[config.mk]
export PLATFORM = sky130hd
export DESIGN_NAME = decode
export DESIGN_NICKNAME = d
export VERILOG_FILES = /design/src/rtl/cpu_pkg.sv /design/src/rtl/regfile.sv /design/src/rtl/decode.sv
export SDC_FILE = /design/constraint.sdc
export NUM_CORES = 1
export LEC_CHECK = 0
export BUFFER_PORTS_ARGS = -buffer_cell sky130_fd_sc_hd__buf_2
export CORE_UTILIZATION = 45
export CTS_CLUSTER_DIAMETER = 100
export DETAILED_ROUTE_END_ITERATION = 6
export PLACE_DENSITY = 0.67
export SYNTH_ARGS = -nofsm -noshare
export SYNTH_HDL_FRONTEND = slang
export SYNTH_SLANG_ARGS = --single-unit
[constraint.sdc]
create_clock -name clk -period 1.74 [get_ports clk]
set_input_delay 0.174 -clock clk [delete_from_list [all_inputs] [get_ports clk]]
set_output_delay 0.174 -clock clk [all_outputs]
set_load 0.1 [all_outputs]
[src/rtl/cpu_pkg.sv]
// Shared RV32I decode definitions: opcode constants, ALU operation and
// immediate-format enumerations, and the immediate generator.
package cpu_pkg;

  localparam logic [6:0] OPC_LUI    = 7'b0110111;
  localparam logic [6:0] OPC_AUIPC  = 7'b0010111;
  localparam logic [6:0] OPC_JAL    = 7'b1101111;
  localparam logic [6:0] OPC_JALR   = 7'b1100111;
  localparam logic [6:0] OPC_BRANCH = 7'b1100011;
  localparam logic [6:0] OPC_LOAD   = 7'b0000011;
  localparam logic [6:0] OPC_STORE  = 7'b0100011;
  localparam logic [6:0] OPC_OP_IMM = 7'b0010011;
  localparam logic [6:0] OPC_OP     = 7'b0110011;
  localparam logic [6:0] OPC_FENCE  = 7'b0001111;
  localparam logic [6:0] OPC_SYSTEM = 7'b1110011;

  typedef enum logic [3:0] {
    ALU_ADD   = 4'd0,
    ALU_SUB   = 4'd1,
    ALU_SLL   = 4'd2,
    ALU_SLT   = 4'd3,
    ALU_SLTU  = 4'd4,
    ALU_XOR   = 4'd5,
    ALU_SRL   = 4'd6,
    ALU_SRA   = 4'd7,
    ALU_OR    = 4'd8,
    ALU_AND   = 4'd9,
    ALU_PASSB = 4'd10
  } alu_op_e;

  typedef enum logic [2:0] {
    IMM_NONE = 3'd0,
    IMM_I    = 3'd1,
    IMM_S    = 3'd2,
    IMM_B    = 3'd3,
    IMM_U    = 3'd4,
    IMM_J    = 3'd5
  } imm_fmt_e;

  function automatic logic [31:0] gen_imm(input logic [31:0] ins, input imm_fmt_e fmt);
    logic [31:0] imm;
    imm = 32'd0;
    case (fmt)
      IMM_I:   imm = {{20{ins[31]}}, ins[31:20]};
      IMM_S:   imm = {{20{ins[31]}}, ins[31:25], ins[11:7]};
      IMM_B:   imm = {{19{ins[31]}}, ins[31], ins[7], ins[30:25], ins[11:8], 1'b0};
      IMM_U:   imm = {ins[31:12], 12'd0};
      IMM_J:   imm = {{11{ins[31]}}, ins[31], ins[19:12], ins[20], ins[30:21], 1'b0};
      default: imm = 32'd0;
    endcase
    return imm;
  endfunction

  // alt selects SUB/SRA; callers decide when funct7[5] is meaningful.
  function automatic alu_op_e alu_from_funct3(input logic [2:0] funct3, input logic alt);
    alu_op_e op;
    case (funct3)
      3'b000:  op = alt ? ALU_SUB : ALU_ADD;
      3'b001:  op = ALU_SLL;
      3'b010:  op = ALU_SLT;
      3'b011:  op = ALU_SLTU;
      3'b100:  op = ALU_XOR;
      3'b101:  op = alt ? ALU_SRA : ALU_SRL;
      3'b110:  op = ALU_OR;
      default: op = ALU_AND;
    endcase
    return op;
  endfunction

endpackage

[src/rtl/regfile.sv]
// 32x32 integer register file, two combinational read ports and one write
// port at posedge. x0 always reads zero; contents are not reset.
module regfile
  import cpu_pkg::*;
(
  input  logic        i_clk,
  input  logic [4:0]  i_raddr1,
  output logic [31:0] o_rdata1,
  input  logic [4:0]  i_raddr2,
  output logic [31:0] o_rdata2,
  input  logic        i_we,
  input  logic [4:0]  i_waddr,
  input  logic [31:0] i_wdata
);

  logic [31:0] r_mem [0:31];

  always_ff @(posedge i_clk) begin
    if (i_we && (i_waddr != 5'd0)) begin
      r_mem[i_waddr] <= i_wdata;
    end
  end

  assign o_rdata1 = (i_raddr1 == 5'd0) ? 32'd0 : r_mem[i_raddr1];
  assign o_rdata2 = (i_raddr2 == 5'd0) ? 32'd0 : r_mem[i_raddr2];

endmodule

[src/rtl/decode.sv]
// RV32I decode stage: decodes the if_id instruction, reads the register file
// and registers everything into id_ex, raising a one-cycle load-use stall.
module decode
  import cpu_pkg::*;
#(
  parameter bit RESET_VALID = 1'b0,
  parameter bit WB_BYPASS   = 1'b1
) (
  input  logic        clk,
  input  logic        rst_n,
  input  logic        pipe_flush,
  input  logic [31:0] if_id__pc,
  input  logic [31:0] if_id__ins,
  input  logic        if_id__predict_taken,
  input  logic [31:0] if_id__predict_target,
  input  logic        if_id__data_hazard,
  input  logic        if_id__instret,
  input  logic        wb_id__we,
  input  logic [4:0]  wb_id__rd,
  input  logic [31:0] wb_id__data,
  output logic        data_hazard,
  output logic        id_ex__valid,
  output logic [31:0] id_ex__pc,
  output logic [31:0] id_ex__rs1_data,
  output logic [31:0] id_ex__rs2_data,
  output logic [31:0] id_ex__imm,
  output logic [4:0]  id_ex__rs1,
  output logic [4:0]  id_ex__rs2,
  output logic [4:0]  id_ex__rd,
  output logic [3:0]  id_ex__alu_op,
  output logic        id_ex__mem_read,
  output logic        id_ex__mem_write,
  output logic        id_ex__reg_write,
  output logic        id_ex__branch,
  output logic        id_ex__jump,
  output logic        id_ex__illegal,
  output logic        id_ex__instret,
  output logic        id_ex__predict_taken,
  output logic [31:0] id_ex__predict_target
);

  logic [6:0]  w_opcode;
  logic [2:0]  w_funct3;
  logic [4:0]  w_rs1;
  logic [4:0]  w_rs2;
  logic [4:0]  w_rd;
  imm_fmt_e    w_fmt;
  alu_op_e     w_alu_op;
  logic        w_reg_write;
  logic        w_mem_read;
  logic        w_mem_write;
  logic        w_branch;
  logic        w_jump;
  logic        w_illegal;
  logic        w_uses_rs1;
  logic        w_uses_rs2;
  logic [31:0] w_imm;
  logic [31:0] w_rf_rdata1;
  logic [31:0] w_rf_rdata2;
  logic [31:0] w_rs1_data;
  logic [31:0] w_rs2_data;
  logic        w_dv;

  assign w_opcode = if_id__ins[6:0];
  assign w_funct3 = if_id__ins[14:12];
  assign w_rs1    = if_id__ins[19:15];
  assign w_rs2    = if_id__ins[24:20];
  assign w_rd     = if_id__ins[11:7];

  // Every listed opcode ends in 2'b11, so ins[1:0]!=2'b11 lands in default.
  always_comb begin
    w_fmt       = IMM_NONE;
    w_alu_op    = ALU_ADD;
    w_reg_write = 1'b0;
    w_mem_read  = 1'b0;
    w_mem_write = 1'b0;
    w_branch    = 1'b0;
    w_jump      = 1'b0;
    w_illegal   = 1'b0;
    w_uses_rs1  = 1'b0;
    w_uses_rs2  = 1'b0;
    case (w_opcode)
      OPC_LUI: begin
        w_fmt       = IMM_U;
        w_alu_op    = ALU_PASSB;
        w_reg_write = 1'b1;
      end
      OPC_AUIPC: begin
        w_fmt       = IMM_U;
        w_reg_write = 1'b1;
      end
      OPC_JAL: begin
        w_fmt       = IMM_J;
        w_reg_write = 1'b1;
        w_jump      = 1'b1;
      end
      OPC_JALR: begin
        w_fmt       = IMM_I;
        w_reg_write = 1'b1;
        w_jump      = 1'b1;
        w_uses_rs1  = 1'b1;
      end
      OPC_BRANCH: begin
        w_fmt      = IMM_B;
        w_branch   = 1'b1;
        w_uses_rs1 = 1'b1;
        w_uses_rs2 = 1'b1;
        case (w_funct3[2:1])
          2'b00:   w_alu_op = ALU_SUB;
          2'b10:   w_alu_op = ALU_SLT;
          default: w_alu_op = ALU_SLTU;
        endcase
      end
      OPC_LOAD: begin
        w_fmt       = IMM_I;
        w_reg_write = 1'b1;
        w_mem_read  = 1'b1;
        w_uses_rs1  = 1'b1;
      end
      OPC_STORE: begin
        w_fmt       = IMM_S;
        w_mem_write = 1'b1;
        w_uses_rs1  = 1'b1;
        w_uses_rs2  = 1'b1;
      end
      OPC_OP_IMM: begin
        w_fmt       = IMM_I;
        w_alu_op    = alu_from_funct3(w_funct3, (w_funct3 == 3'b101) && if_id__ins[30]);
        w_reg_write = 1'b1;
        w_uses_rs1  = 1'b1;
      end
      OPC_OP: begin
        w_alu_op    = alu_from_funct3(w_funct3, if_id__ins[30]);
        w_reg_write = 1'b1;
        w_uses_rs1  = 1'b1;
        w_uses_rs2  = 1'b1;
      end
      OPC_FENCE: begin
        w_fmt = IMM_I;
      end
      OPC_SYSTEM: begin
        // CSR forms write rd; register-source CSR forms also read rs1.
        w_fmt       = IMM_I;
        w_reg_write = (w_funct3 != 3'b000);
        w_uses_rs1  = (w_funct3 != 3'b000) && !w_funct3[2];
      end
      default: begin
        w_illegal = 1'b1;
      end
    endcase
  end

  assign w_imm = gen_imm(if_id__ins, w_fmt);

  regfile u_regfile (
    .i_clk    (clk),
    .i_raddr1 (w_rs1),
    .o_rdata1 (w_rf_rdata1),
    .i_raddr2 (w_rs2),
    .o_rdata2 (w_rf_rdata2),
    .i_we     (wb_id__we),
    .i_waddr  (wb_id__rd),
    .i_wdata  (wb_id__data)
  );

  assign w_rs1_data = (WB_BYPASS && wb_id__we && (wb_id__rd == w_rs1) && (w_rs1 != 5'd0))
                      ? wb_id__data : w_rf_rdata1;
  assign w_rs2_data = (WB_BYPASS && wb_id__we && (wb_id__rd == w_rs2) && (w_rs2 != 5'd0))
                      ? wb_id__data : w_rf_rdata2;

  // A flushed slot never stalls; the bubble it produces clears mem_read,
  // which bounds every load-use stall to a single cycle.
  assign data_hazard = !pipe_flush && id_ex__valid && id_ex__mem_read &&
                       (id_ex__rd != 5'd0) &&
                       ((w_uses_rs1 && (w_rs1 == id_ex__rd)) ||
                        (w_uses_rs2 && (w_rs2 == id_ex__rd)));

  assign w_dv = !pipe_flush && !if_id__data_hazard && !data_hazard;

  always_ff @(posedge clk or negedge rst_n) begin
    if (!rst_n) begin
      id_ex__valid          <= RESET_VALID;
      id_ex__pc             <= 32'd0;
      id_ex__rs1_data       <= 32'd0;
      id_ex__rs2_data       <= 32'd0;
      id_ex__imm            <= 32'd0;
      id_ex__rs1            <= 5'd0;
      id_ex__rs2            <= 5'd0;
      id_ex__rd             <= 5'd0;
      id_ex__alu_op         <= 4'd0;
      id_ex__mem_read       <= 1'b0;
      id_ex__mem_write      <= 1'b0;
      id_ex__reg_write      <= 1'b0;
      id_ex__branch         <= 1'b0;
      id_ex__jump           <= 1'b0;
      id_ex__illegal        <= 1'b0;
      id_ex__instret        <= 1'b0;
      id_ex__predict_taken  <= 1'b0;
      id_ex__predict_target <= 32'd0;
    end else begin
      id_ex__valid          <= w_dv;
      id_ex__pc             <= if_id__pc;
      id_ex__rs1_data       <= w_rs1_data;
      id_ex__rs2_data       <= w_rs2_data;
      id_ex__imm            <= w_imm;
      id_ex__rs1            <= w_rs1;
      id_ex__rs2            <= w_rs2;
      id_ex__rd             <= w_rd;
      id_ex__alu_op         <= w_alu_op;
      id_ex__mem_read       <= w_mem_read  && w_dv;
      id_ex__mem_write      <= w_mem_write && w_dv;
      id_ex__reg_write      <= w_reg_write && w_dv;
      id_ex__branch         <= w_branch    && w_dv;
      id_ex__jump           <= w_jump      && w_dv;
      id_ex__illegal        <= w_illegal   && w_dv;
      id_ex__instret        <= if_id__instret && w_dv;
      id_ex__predict_taken  <= if_id__predict_taken;
      id_ex__predict_target <= if_id__predict_target;
    end
  end

endmodule
==> reports/qor.txt, run 1 <==
Global-route wire length before repair: 262 mm
Port bufs: 328
DRC: 0
Register area share after synthesis: 65.2%
Slew at the pin with the worst max-slew slack: 1220 ps
Drt pass-1 iters: 6
Ys flop type: edfxtp_1
HP Class: in2reg
Vias per std cell: 6.34
Die width: 350 um
Kind of critical path: reg2out
Status: finished with violations
Share of cells above drive strength 1: 31.7%
Post-detailed-routing wire length: 188 mm
Routed len/inst: 32.0 um
Top post-synthesis cells by area: edfxtp_1 57%, mux2i_1 12%, dfrtp_1 8.7%
Number of synthesized flops with an enable pin: 1,024
Final setup fails: 18
Syn Inst Count: 3,290
Fin. Hold Viols: 0
Global placer's final weighted congestion: 0.894
Clk sinks: 1,212
Cell chosen for the clock root: clkbuf_16
Synth cell count leaders: 1,024 x edfxtp_1, 656 x mux2i_1, 253 x a22oi_1
Leak pwr: 26.4 nW
Final #Nets: 4,298
Relative slew slack: 18.2%
Yosys warning count: 0
Crit path DAT: 2380 ps
Failing checks: negative setup slack
Fin cells: 5,879
Final critical-path share of the clock period: 147%
Largest net degree at the start of global routing: 50
Total grt overflow: 0
CP Max Fanout: 4
Initial DRC count: 5,159
Max-cap violations: 0
Post-synthesis cell type count: 59
Clock skew: 23.9 ps
Die footprint: 122,000 um^2
CTS tree: built
Dpl ws: -523 ps
Async set or reset register ratio after synthesis: 15.5%
Crit path launch type: register
Syn-to-layout area delta: 28.6%
Slew Viols, Final: 0
Clock slew at reported path FFs: 60 ps
PD cells: 1030 nW/um^2
Mapped cell area: 54,300 um^2
Die height: 350 um
CTS Buf Count: 132
DRT antenna net count: 0
Req. time, crit path: 1570 ps
Fin worst setup slack: -812 ps
Via count: 37,200
Total Power: 0.0717 W
Number of cell rows: 127
Synth area leader: edfxtp_1
Worst vdd ir: 0.00103 V
Initial Util: 45.4%
Vias in the first global route: 37,100
Cell count after placement: 5,484
Aggregate global-route resource usage: 30.4%
Achievable frequency: 0.392 GHz
Worst-Skew Late Latency: 760 ps
Layout Utilization: 58.3%
Synth top area share: 56.6%
Final min period: 2550 ps
Number of H-tree levels: 4
Synthesized flop and latch total: 1,212
Initial antenna violation count: 3
Core box area: 120,000 um^2
Most frequent cell after synthesis: edfxtp_1
HPWL Detailed: 120 mm
# IOs: 329
RSZ-0062 raised after global routing: true
CP Capture Type: primary output
Bufs on Longest Clock Path: 3
Post-Synthesis Mean Instance Area: 16.5 um^2
per-layer routing:
metal | vias up | GRT usage, % | part of all wire (%)
met5 | - | 0 | 0
met4 | 0 | 14.6 | 4.9
met3 | 473 | 7.47 | 12
met2 | 2499 | 47.2 | 46
met1 | 19100 | 40.1 | 38
li1 | 15100 | - | -
cell type report:
cell class | instances | area [um^2]
flip-flops and latches | 1212 | 35500
repair buffers | 962 | 9520
clock buffers | 184 | 3840
inverters | 4 | 15.0
well taps | 1612 | 2020
fillers | 8975 | 49900
clock inverters | 57 | 672
diodes | 2 | 5.00
multi-input cells | 1846 | 18300
flip-flops by register name, summed over array words and instances, names as in the netlist, 4 cells and up:
register and count:
id_ex__alu_op 4, id_ex__imm 32, id_ex__pc 32, id_ex__predict_target 32
id_ex__rd 5, id_ex__rs1 5, id_ex__rs1_data 32, id_ex__rs2 5
id_ex__rs2_data 32, u_regfile.r_mem 1024
worst paths after layout:
check / slack, ps / cells past startpoint / start / end
setup / recovery: -810 / 6 / id_ex__rd[0]$_DFF_PN0_ / data_hazard
hold / removal: 60 / 2 / if_id__pc[11] / id_ex__pc[11]$_DFF_PN0_
setup reg to reg: -170 / 8 / id_ex__rd[0]$_DFF_PN0_ / id_ex__mem_read$_DFF_PN0_
hold reg to reg: 800 / 5 / u_regfile.r_mem[17][6]$_DFFE_PP_ / id_ex__rs2_data[6]$_DFF_PN0_
max in group asynchronous: 490 / 4 / rst_n / id_ex__rs1_data[6]$_DFF_PN0_
min in group asynchronous: 500 / 3 / rst_n / id_ex__pc[0]$_DFF_PN0_
layout by cell type (no fill, tap or decap), types with 16 or more instances in the layout:
| master | n |
|---|---|
| edfxtp_1 | 1024 |
| dlygate4sd3_1 | 147 |
| clkbuf_8 | 17 |
| a21o_1 | 25 |
| buf_2 | 206 |
| buf_12 | 178 |
| o22ai_1 | 25 |
| a21oi_1 | 68 |
| nor2_4 | 28 |
| conb_1 | 32 |
| a211oi_1 | 28 |
| clkinv_2 | 16 |
| dfrtp_1 | 164 |
| nand2_1 | 93 |
| nor2_1 | 34 |
| dfrtp_2 | 19 |
| nand3_1 | 67 |
| o211ai_1 | 37 |
| a22oi_1 | 253 |
| a22o_1 | 41 |
| clkbuf_16 | 140 |
| mux4_2 | 212 |
| clkbuf_1 | 27 |
| buf_6 | 30 |
| a32o_1 | 18 |
| o21ai_0 | 30 |
| mux2i_1 | 656 |
| nand4_1 | 31 |
| a41oi_1 | 16 |
| buf_4 | 383 |
cell families (layout without fill, tap and decap cells):
logic type / count (synthesis) / count (layout) / share of synthesized area, %
DFF: 1212 / 1212 / 65.2
other: 1 / 34 / 0.00690
muxes: 891 / 891 / 21.5
buffers and inverters: 263 / 1207 / 2.37
xor gates and xnor gates: 20 / 20 / 0.322
and+or+nand+nor: 334 / 334 / 2.96
AOI/OAI and AO/OA: 569 / 569 / 7.65
critical path, cell delays in order, from the launching register on:
cell and delay (ps):
dfrtp_4 520, xnor2_1 190, nand4_1 130, nor4_1 280, o21a_1 190, buf_12 140, buf_12 170
where the power goes:
part	total [W]	internal, W	switching (W)
registers	0.0328	0.0322	0.000563
logic	0.00977	0.00342	0.00635
clock network	0.0292	0.0176	0.0115
total	0.0717	0.0533	0.0184
metrics by stage:
stage | instance area, um^2 | setup TNS (ps) | hold slack [ps]
final | 69900 | -2380 | 55.9
after CTS | 69700 | -2500 | 0.144
after floorplan | 54900 | -38480 | -122
after global routing | 69900 | -3200 | 39.3
after detailed placement | 63100 | -28160 | 139
after global placement | 63100 | -29580 | 133
what timing repair did:
| action | 4_1_cts | 5_1_grt |
|---|---|---|
| setup endpoints to repair | 121 | 40 |
| resized for setup | 200 | 31 |
| endpoints found under the hold margin | 1315 | 3 |
| buffers inserted | 2 | 6 |
| pin swaps | 8 | 9 |
| hold buffers | 146 | 3 |
Note: power is estimated with default switching activity, not from simulation.
==> run 2, diff against run 1 <==
BUFFER_PORTS_ARGS = not set   (was -buffer_cell sky130_fd_sc_hd__buf_2)
DONT_BUFFER_PORTS = 1   (was not set)
PLACE_DENSITY = 0.65   (was 0.67)
==> reports/qor.txt, run 2 (same netlist as run 1, synthesis figures left out) <==
Clock slew at reported path FFs: 50 ps (about the same)
Req. time, crit path: 1570 ps (about the same)
Routed len/inst: 33.6 um (+4.8%)
Vias per std cell: 6.49 (+2.4%)
Cell count after placement: 5,053 (-7.9%)
Core box area: 120,000 um^2 (unchanged)
Fin. Hold Viols: 189 (+189)
Syn-to-layout area delta: 23.2%
Area after DPL: 59,600 um^2 (-5.5%)
Final min period: 3080 ps (+532 ps)
CP Capture Type: primary output
CTS Buf Count: 134 (+1.5%)
Cell chosen for the clock root: clkbuf_16
Final #Nets: 3,957 (-7.9%)
Fillcell total: 9,166 (+2.1%)
Clock skew: 23.7 ps (-0.120 ps)
HP Class: in2async
Drt pass-1 iters: 6 (unchanged)
Worst-Skew Late Latency: 750 ps (about the same)
Crit path launch type: input port
Leak pwr: 24.5 nW (-7.2%)
Critical path's top delay family: XOR/XNOR gates
# IOs: 329 (unchanged)
Die footprint: 122,000 um^2 (unchanged)
Dpl ws: -212 ps (+312 ps)
Number of cell rows: 127 (unchanged)
Final critical-path share of the clock period: 177% (+31 points)
Largest net degree at the start of global routing: 467 (+830%)
P_sw: 0.0175 W (-4.9%)
Part of the power in registers: 47.5% (+1.8 points)
Via count: 36,000 (-3.4%)
Pint: 0.0516 W (-3.2%)
Final setup fails: 46 (+28)
CP Max Fanout: 352 (+348)
Fin cells: 5,544 (-5.7%)
Kind of critical path: in2out
Initial DRC count: 5,189 (+0.58%)
Most used cell, CP: buf_12
CTS tree: built
Relative slew slack: -31.1% (-49 points)
Buffers & Inverters on Critical Path: 2 (unchanged)
Aggregate global-route resource usage: 29.4% (-0.93 points)
Initial antenna violation count: 10 (+7)
Post-detailed-routing wire length: 186 mm (-1.1%)
Highest-count cells in the layout ignoring fill and taps: 1,024 x edfxtp_1, 656 x mux2i_1, 261 x buf_4
Max-cap violations: 0 (unchanged)
Die height: 350 um (unchanged)
PD cells: 1030 nW/um^2 (+0.57%)
Vias in the first global route: 35,100 (-5.2%)
Status: finished with violations
Share of cells above drive strength 1: 23.8% (-7.9 points)
RSZ-0062 raised after global routing: true
HPWL Detailed: 100 mm (-17%)
Final instance area: 67,000 um^2 (-4.2%)
Slowest cell delay on critical path: 740 ps (+220 ps)
Slew Viols, Final: 225 (+225)
Worst-path cell chain: xnor2_1, nand4_1, a2111oi_2, o21a_1, buf_12, buf_12
Achievable frequency: 0.324 GHz (-17%)
DRC: 0 (unchanged)
Global placer's final weighted congestion: 0.843 (-5.6%)
Total grt overflow: 0 (unchanged)
Port bufs: 0 (-100%)
Failing checks: negative hold slack, max-slew violations, negative setup slack
Worst vdd ir: 0.00104 V (+0.97%)
Switching Fraction: 25.4% (-0.35 points)
Initial Util: 45.4% (unchanged)
Global-route wire length before repair: 254 mm (-3.2%)
Most flops, register: u_regfile.r_mem
Clk sinks: 1,212 (unchanged)
Number of H-tree levels: 4 (unchanged)
Bufs on Longest Clock Path: 3 (unchanged)
Fin worst setup slack: -1340 ps (-532 ps)
Slew at the pin with the worst max-slew slack: 1970 ps (+743 ps)
Number of flip-flops in the largest register: 1,024 (unchanged)
Combinational power share: 12.5% (-1.1 points)
Hold WS: -871 ps (-927 ps)
Clk network pwr share: 40.1% (-0.6 points)
DRT antenna net count: 0 (unchanged)
Die width: 350 um (unchanged)
Most common cell after layout, fill and taps aside: edfxtp_1
Critical path's slowest cell: xnor2_1
Crit path DAT: 2910 ps (+530 ps)
run 2: cell count changes in the layout (fill, tap and decap cells not counted), sizes merged:
cell and delta:
bufinv -9, diode +9, clkbuf +21, inv -2, clkinvlp -3, dlygate4sd3 +46, buf -395, dlymetal6s4s +4
clkinv -6
run 2: power by group through the flow:
stage                     registers (W)  logic (W)  clock network [W]
final                            0.0328    0.00861             0.0277
after global routing             0.0328    0.00879             0.0291
after CTS                        0.0328    0.00803             0.0279
after detailed placement         0.0333    0.00681                  0
after global placement           0.0333    0.00678                  0
after floorplan                  0.0355    0.00322                  0
run 2: worst register-to-register path: cells and delay by family, from the launching register on:
kind | cells | cell delay [ps]
buffers and inverters | 6 | 680
and+or+nand+nor | 3 | 510
DFF | 1 | 500
AOI/OAI and AO/OA | 1 | 250
xor gates and xnor gates | 1 | 200
run 2: worst paths after layout:
check,start,to,slack [ps],depth (start not counted)
max,if_id__ins[21],data_hazard,-1340,6
max reg2reg,id_ex__rd[0]$_DFF_PN0_,id_ex__branch$_DFF_PN0_,-550,11
max in group asynchronous,rst_n,id_ex__rs1_data[20]$_DFF_PN0_,2320,0
min in group clk,if_id__ins[21],id_ex__rs2_data[31]$_DFF_PN0_,-10,5
min reg2reg,u_regfile.r_mem[19][21]$_DFFE_PP_,id_ex__rs2_data[21]$_DFF_PN0_,800,5
min,rst_n,id_ex__predict_target[25]$_DFF_PN0_,-870,0
run 2: layout make-up:
| cell class | instances | area (um^2) | area share (%) |
|---|---|---|---|
| flip-flops and latches | 1212 | 35500 | 53.0 |
| multi-input cells | 1846 | 18200 | 27.2 |
| repair buffers | 619 | 6940 | 10.4 |
| clock buffers | 203 | 3910 | 5.84 |
| well taps | 1612 | 2020 | 3.01 |
| clock inverters | 37 | 345 | 0.516 |
| diodes | 11 | 27.5 | 0.0411 |
| inverters | 4 | 15.0 | 0.0224 |
run 2: what timing repair did:
action / CTS / global route
hold endpoints to repair: 1537 / 195
setup endpoints to repair: 30 / 73
pin swaps: 7 / 12
hold buffers: 213 / 5
gates cloned: 0 / 5
buffers inserted: 3 / 14
gates resized for setup: 62 / 45
run 2: stage by stage:
step	utilization (%)	TNS [ps]	total power, W
6_report	55.9	-31040	0.0691
5_1_grt	55.9	-4560	0.0707
4_1_cts	55.5	-8980	0.0687
3_5_place_dp	49.8	-6080	0.0401
3_3_place_gp	49.8	-5710	0.0401
2_1_floorplan	-	-38480	0.0387
run 2: layer usage:
metal	wire length [um]	track usage, %	part of all wire, %	up-vias
li1	-	-	-	14400
met1	71400	39.0	38	18600
met2	84300	45.4	45	2431
met3	22000	8.23	12	466
met4	8540	12.9	4.6	2
met5	13	0	0.0070	-
